$ cat config.mk
export PLATFORM = sky130hd
export DESIGN_NAME = spi_slave_rx_tx
export DESIGN_NICKNAME = d
export VERILOG_FILES = /design/src/rtl/spi_slave_rx_tx.sv
export SDC_FILE = /design/constraint.sdc
export NUM_CORES = 1
export LEC_CHECK = 0
export CORE_MARGIN = 2
export CORE_UTILIZATION = 51
export CTS_CLUSTER_DIAMETER = 50
export DETAILED_ROUTE_END_ITERATION = 16
export HOLD_SLACK_MARGIN = 0.12
export PLACE_DENSITY = 0.75
export SLEW_MARGIN = 5
export SYNTH_ARGS = -nofsm -noshare
export SYNTH_HDL_FRONTEND = slang
export SYNTH_SLANG_ARGS = --single-unit
$ cat constraint.sdc
create_clock -name clk_ref -period 3.96 [get_ports clk_ref]
set_input_delay 0.792 -clock clk_ref [delete_from_list [all_inputs] [get_ports clk_ref]]
set_output_delay 0.792 -clock clk_ref [all_outputs]
set_load 0.01 [all_outputs]
$ cat src/rtl/spi_slave_rx_tx.sv
// SPI mode-0 slave byte engine.
// Synchronises CS_n and MOSI, deserialises MOSI MSB-first into bytes delivered
// over a valid/ready handshake, and serialises reply bytes onto MISO.
// Ports:
//   clk_ref, rst_n                   : system clock, synchronous active-low reset
//   sck_rise_pulse, sck_fall_pulse   : filtered SCK edge strobes
//   cs_n_raw, mosi_raw               : asynchronous SPI inputs
//   rx_data, rx_valid, rx_ready      : received byte handshake
//   tx_data, tx_req                  : reply byte source and request strobe
//   miso, miso_oe                    : serial output and its enable
//   frame_active/start/end, byte_idx : frame status
//   overflow, partial_err, clr_err   : sticky error flags and their clear
module spi_slave_rx_tx #(
    parameter int unsigned MOSI_DELAY = 3,
    parameter int unsigned CS_SYNC    = 2,
    parameter int unsigned IDX_W      = 16
) (
    input  logic             clk_ref,
    input  logic             rst_n,
    input  logic             sck_rise_pulse,
    input  logic             sck_fall_pulse,
    input  logic             cs_n_raw,
    input  logic             mosi_raw,
    output logic [7:0]       rx_data,
    output logic             rx_valid,
    input  logic             rx_ready,
    input  logic [7:0]       tx_data,
    output logic             tx_req,
    output logic             miso,
    output logic             miso_oe,
    output logic             frame_active,
    output logic             frame_start,
    output logic             frame_end,
    output logic [IDX_W-1:0] byte_idx,
    output logic             overflow,
    output logic             partial_err,
    input  logic             clr_err
);

    typedef enum logic {
        ST_IDLE   = 1'b0,
        ST_ACTIVE = 1'b1
    } state_t;

    state_t             r_state;
    state_t             w_state_nxt;

    logic [CS_SYNC-1:0]    r_cs_sync;
    logic [MOSI_DELAY-1:0] r_mosi_sync;
    logic                  w_cs_s;
    logic                  w_mosi_s;

    logic [2:0]       r_bit_cnt;
    logic [6:0]       r_rx_sr;
    // Holds bits [6:0] of the byte being sent; bit 7 is already on MISO.
    logic [6:0]       r_tx_sr;
    logic [7:0]       r_tx_hold;
    logic [7:0]       r_rx_data;
    logic             r_rx_valid;
    logic             r_tx_req;
    logic             r_miso;
    logic             r_frame_active;
    logic             r_frame_start;
    logic             r_frame_end;
    logic [IDX_W-1:0] r_byte_idx;
    logic             r_overflow;
    logic             r_partial_err;

    logic       w_start;
    logic       w_end;
    logic       w_rise;
    logic       w_fall;
    logic       w_byte_done;
    logic [7:0] w_rx_cand;
    logic       w_accept;
    logic       w_xfer;
    logic       w_ovf_set;
    logic       w_part_set;
    logic       w_tx_reload;
    logic       w_tx_shift;

    // CS_n synchroniser, idles deasserted.
    always_ff @(posedge clk_ref) begin
        if (!rst_n) begin
            r_cs_sync <= '1;
        end else begin
            r_cs_sync <= {r_cs_sync[CS_SYNC-2:0], cs_n_raw};
        end
    end

    // MOSI synchroniser and delay line, aligned with SCK pulse latency.
    always_ff @(posedge clk_ref) begin
        if (!rst_n) begin
            r_mosi_sync <= '0;
        end else begin
            r_mosi_sync <= {r_mosi_sync[MOSI_DELAY-2:0], mosi_raw};
        end
    end

    assign w_cs_s   = r_cs_sync[CS_SYNC-1];
    assign w_mosi_s = r_mosi_sync[MOSI_DELAY-1];

    // State register.
    always_ff @(posedge clk_ref) begin
        if (!rst_n) begin
            r_state <= ST_IDLE;
        end else begin
            r_state <= w_state_nxt;
        end
    end

    // Next-state logic. IDLE is only entered with cs_s high, so a low level
    // seen in IDLE is the falling edge.
    always_comb begin
        w_state_nxt = r_state;
        case (r_state)
            ST_IDLE:   if (!w_cs_s) w_state_nxt = ST_ACTIVE;
            ST_ACTIVE: if (w_cs_s)  w_state_nxt = ST_IDLE;
            default:   w_state_nxt = ST_IDLE;
        endcase
    end

    // Event decode: CS deassertion beats SCK, rise beats a same-cycle fall.
    always_comb begin
        w_start = 1'b0;
        w_end   = 1'b0;
        w_rise  = 1'b0;
        w_fall  = 1'b0;
        case (r_state)
            ST_IDLE: w_start = !w_cs_s;
            ST_ACTIVE: begin
                if (w_cs_s) begin
                    w_end = 1'b1;
                end else if (sck_rise_pulse) begin
                    w_rise = 1'b1;
                end else if (sck_fall_pulse) begin
                    w_fall = 1'b1;
                end
            end
            default: ;
        endcase
    end

    assign w_byte_done = w_rise && (r_bit_cnt == 3'd7);
    assign w_rx_cand   = {r_rx_sr, w_mosi_s};
    assign w_xfer      = r_rx_valid && rx_ready;
    assign w_accept    = w_byte_done && (!r_rx_valid || rx_ready);
    assign w_ovf_set   = w_byte_done && r_rx_valid && !rx_ready;
    assign w_part_set  = w_end && (r_bit_cnt != 3'd0);
    // bit_cnt==0 with no completed byte means no rise yet: fall ignored.
    assign w_tx_reload = w_fall && (r_bit_cnt == 3'd0) && (r_byte_idx != '0);
    assign w_tx_shift  = w_fall && (r_bit_cnt != 3'd0);

    // Datapath and registered outputs.
    always_ff @(posedge clk_ref) begin
        if (!rst_n) begin
            r_bit_cnt      <= 3'd0;
            r_rx_sr        <= 7'd0;
            r_tx_sr        <= 7'd0;
            r_tx_hold      <= 8'd0;
            r_rx_data      <= 8'd0;
            r_rx_valid     <= 1'b0;
            r_tx_req       <= 1'b0;
            r_miso         <= 1'b0;
            r_frame_active <= 1'b0;
            r_frame_start  <= 1'b0;
            r_frame_end    <= 1'b0;
            r_byte_idx     <= '0;
            r_overflow     <= 1'b0;
            r_partial_err  <= 1'b0;
        end else begin
            r_frame_start <= w_start;
            r_frame_end   <= w_end;
            r_tx_req      <= w_byte_done;

            if (r_tx_req) begin
                r_tx_hold <= tx_data;
            end

            if (w_start) begin
                r_frame_active <= 1'b1;
                r_bit_cnt      <= 3'd0;
                r_byte_idx     <= '0;
                r_tx_sr        <= tx_data[6:0];
                r_miso         <= tx_data[7];
            end else if (w_end) begin
                r_frame_active <= 1'b0;
                r_miso         <= 1'b0;
            end else if (w_rise) begin
                r_rx_sr   <= w_rx_cand[6:0];
                r_bit_cnt <= 3'(r_bit_cnt + 3'd1);
                if (w_byte_done && (r_byte_idx != '1)) begin
                    r_byte_idx <= IDX_W'(r_byte_idx + 1'b1);
                end
            end else if (w_tx_reload) begin
                r_tx_sr <= r_tx_hold[6:0];
                r_miso  <= r_tx_hold[7];
            end else if (w_tx_shift) begin
                r_tx_sr <= {r_tx_sr[5:0], 1'b0};
                r_miso  <= r_tx_sr[6];
            end

            if (w_accept) begin
                r_rx_data  <= w_rx_cand;
                r_rx_valid <= 1'b1;
            end else if (w_xfer) begin
                r_rx_valid <= 1'b0;
            end

            // Set wins over a same-cycle clear.
            r_overflow    <= w_ovf_set  | (r_overflow    & ~clr_err);
            r_partial_err <= w_part_set | (r_partial_err & ~clr_err);
        end
    end

    assign rx_data      = r_rx_data;
    assign rx_valid     = r_rx_valid;
    assign tx_req       = r_tx_req;
    assign miso         = r_miso;
    assign miso_oe      = r_frame_active;
    assign frame_active = r_frame_active;
    assign frame_start  = r_frame_start;
    assign frame_end    = r_frame_end;
    assign byte_idx     = r_byte_idx;
    assign overflow     = r_overflow;
    assign partial_err  = r_partial_err;

endmodule

==> flow_summary_export.csv <==
group,metric,value,unit
run_status,run_status,"finished, final reports clean",
power,vdd.ir_drop.worst,225,µV
route,route.detailed.vias_per_inst,5.34,
route,vias,2227,
floorplanning,initial_utilization,53.5,%
run,maxCapViolCount,0,
clock_network,post_cts_buffers,0,
route,routed_wire_length_per_instance,13.4,µm
floorplanning,die_x,77.6,µm
power,power_switching,0.267,mW
clock_network,tritoncts,"built",
worst_setup_path,biggest_fanout_along_the_worst_timing_path,9,
floorplanning,ios,49,
sta,rsz_0062_raised_after_global_routing,"false",
cells_and_area,final_layout_size_suffix_gt1_share,6.92,%
synthesis,synth_enable_flop_cells,0,
sta,maxSlewViolCount,0,
synthesis,postSynthAreaPerCell,9.28,µm²
sta,final_period_minus_worst_setup_slack,2.45,ns
placement,gpl.final_weighted_congestion,0.829,
worst_setup_path,crit_arrival,1.66,ns
placement,hpwl,3840,µm
sta,finalHoldViolCount,0,
grt,grt_antenna_before_repair,0,
worst_setup_path,critical-path-slowest-cell,"dfxtp_1",
clock_network,cts.repair.resized,0,
cells_and_area,final_core_util,66.6,%
clock_network,worst_skew_pair.late_latency,0.34,ns
worst_setup_path,timing.critical_path.from_type,"flip-flop",
grt,first_global_vias,2130,
route,drtPass1Iterations,4,
route,route.detailed.drc,0,
grt,grt_start_max_net_pins,31,
power,power.density_cell_area,345,nW/µm²
hold_path,holdCritPathClass,"reg -> reg",
placement,port_buffers,48,
power,share_comb_of_total_power,4.4,%
floorplanning,height_of_the_die,77.6,µm
worst_setup_path,critPathMaxStageDelay,0.67,ns
sta,fmax,408,MHz
route,drt.antenna.violating_nets,0,
synthesis,synth.cell_area,2770,µm²
floorplanning,core,5170,µm²
floorplanning,fp-row-count,26,
worst_setup_path,worstSetupPathType,"reg -> out",
clock_network,cts.reportedPaths.clkPinSlew,0.06,ns
clock_network,cts_num_sinks,63,
power,power.share.sequential,53.9,%
clock_network,htree_num_levels,3,
synthesis,postSynthNetCount,321,
clock_network,cts.root.buffer_cell,"clkbuf_8",
synthesis,yosysSeqAreaShare,45.6,%
clock_network,hold_buffers,0,
synthesis,synth_seq_cells,63,
sta,setup_total_negative_slack,0,ns
cells_and_area,n_antenna_cell,0,
sta,timing.final.crit_share,61.9,%
cells_and_area,fillerInstances,418,
cells_and_area,layout.nets,365,
power,leakage,1.29,nW
grt,overflow,0,
route,finalWirelength,5600,µm
synthesis,synth_cell_types,39,
worst_setup_path,worstPathRequired,3.17,ns
power,netSwitchingFraction,22.5,%
synthesis,postSynth.asyncResetShare,0,%
worst_setup_path,worstSetupEndpointType,"output pin",
floorplanning,fp.dieArea,6030,µm²
worst_setup_path,worst_path_dominant_cell_family,"flip-flops",
worst_setup_path,worst-path-buf-inv,1,
sta,fin_worst_skew,0.00753,ns
synthesis,ys_warn_count,0,
power,p_clk_share,41.8,%
synthesis,synthFlopType,"dfxtp_1",
sta,timing.final.setup_violations,0,
clock_network,numCtsBuffers,9,
sta,worst_pin_slew,0.873,ns
clock_network,cts.path.max_buffers,2,
synthesis,syn_inst,298,
placement,total_instance_count_after_detailed_placement,401,
sta,maxSlewHeadroom,41.7,%
cells_and_area,most_frequent_cells_in_the_layout,"nor2_1 (63), dfxtp_1 (63), clkdlybuf4s50_1 (48)",
grt,grt_first_pass_wirelength,9670,µm
worst_setup_path,crit_path_cell_trace,"clkdlybuf4s50_1",
grt,grtUsageTotal,20.2,%
cells_and_area,final_cell_count_without_fillers,417,
power,internal_power,0.920,mW
route,drt_iter0_markers,110,
cells_and_area,syn2layout_area_growth,24.6,%
[routing by layer]
layer | global-route usage [%] | up-vias | share of wire (%)
met5 | 0 | - | 0
met4 | 9.64 | 0 | 2.3
met3 | 4.30 | 13 | 3.6
met2 | 31.4 | 49 | 45
met1 | 26.7 | 1047 | 49
li1 | - | 1118 | -
[state kept, by name, summed over array words and instances (netlist names), 2 cells and up]
name / flops
byte_idx: 16
r_tx_hold: 8
rx_data: 8
r_rx_sr: 7
r_tx_sr: 7
r_bit_cnt: 3
r_mosi_sync: 3
r_cs_sync: 2
[logic make-up (layout without fill, tap and decap cells)]
| family | count (synthesis) | after routing | synth area share [%] |
|---|---|---|---|
| and+or+nand+nor | 134 | 134 | 25.4 |
| DFF | 63 | 63 | 45.6 |
| muxes | 33 | 33 | 11.9 |
| buffers and inverters | 26 | 75 | 4.03 |
| AOI/OAI and AO/OA | 22 | 22 | 5.75 |
| xor gates and xnor gates | 13 | 13 | 4.12 |
| adders and majority gates | 7 | 7 | 3.17 |
[synth_stat cells, types with 4 or more instances]
master | instances | area (µm²)
clkbuf_1 | 13 | 48.8
mux2i_1 | 33 | 330
nor4_1 | 5 | 31.3
inv_1 | 9 | 33.8
nand2b_1 | 13 | 81.3
a21oi_1 | 7 | 35.0
nand3_1 | 5 | 25.0
nor3_1 | 6 | 30.0
nor2_1 | 63 | 236
xnor2_1 | 12 | 105
dfxtp_1 | 63 | 1260
ha_1 | 7 | 87.6
and2_1 | 6 | 37.5
a32o_1 | 6 | 60.1
o21ai_0 | 4 | 20.0
nand2_1 | 9 | 33.8
nand4_1 | 8 | 50.1
[cell type report]
type                       count  area (µm²)  share of cell area [%]
clock buffer                  12         155                    4.50
tap                           70        87.6                    2.54
sequential                    63        1260                    36.6
multi-input combinational    209        1390                    40.4
clock inverter                 4        20.0                   0.581
inverter                       9        33.8                   0.980
timing repair buffer          50         495                    14.4
[worst reg2reg max path, delay by kind of cell (launching register included)]
family                     cells  cell delay (ns)
AOI/OAI and AO/OA              2             0.35
and+or+nand+nor                2             0.79
buffers and inverters          1             0.07
DFF                            1             0.45
adders and majority gates      1             0.49
[path summary, 6_finish.rpt]
path                     start            to  slack, ns  depth (start not counted)
setup / recovery        tx_req        tx_req       1.51                          1
hold reg to reg   r_cs_sync[0]  r_cs_sync[1]       0.41                          1
hold / removal    r_cs_sync[0]  r_cs_sync[1]       0.41                          1
setup reg to reg       r_state    r_tx_sr[5]       1.74                          6
[per-stage QoR]
step	power [mW]	hold slack [ns]	setup WS, ns	instance area, µm²
final	1.19	0.407	1.51	3450
after global routing	1.23	0.425	1.34	3450
after floorplan	0.680	0.386	1.97	2770
after CTS	1.19	0.408	1.50	3450
after detailed placement	0.706	0.394	1.20	3270
after global placement	0.705	0.391	1.24	3270
[power groups by stage]
stage	Combinational, mW	Clock [mW]	Sequential, mW
CTS	0.0517	0.500	0.640
floorplan	0.0259	0	0.654
detailed placement	0.0513	0	0.654
global route	0.0573	0.531	0.640
finish	0.0517	0.496	0.640
global placement	0.0512	0	0.654
(Power assumes the default switching activity.)
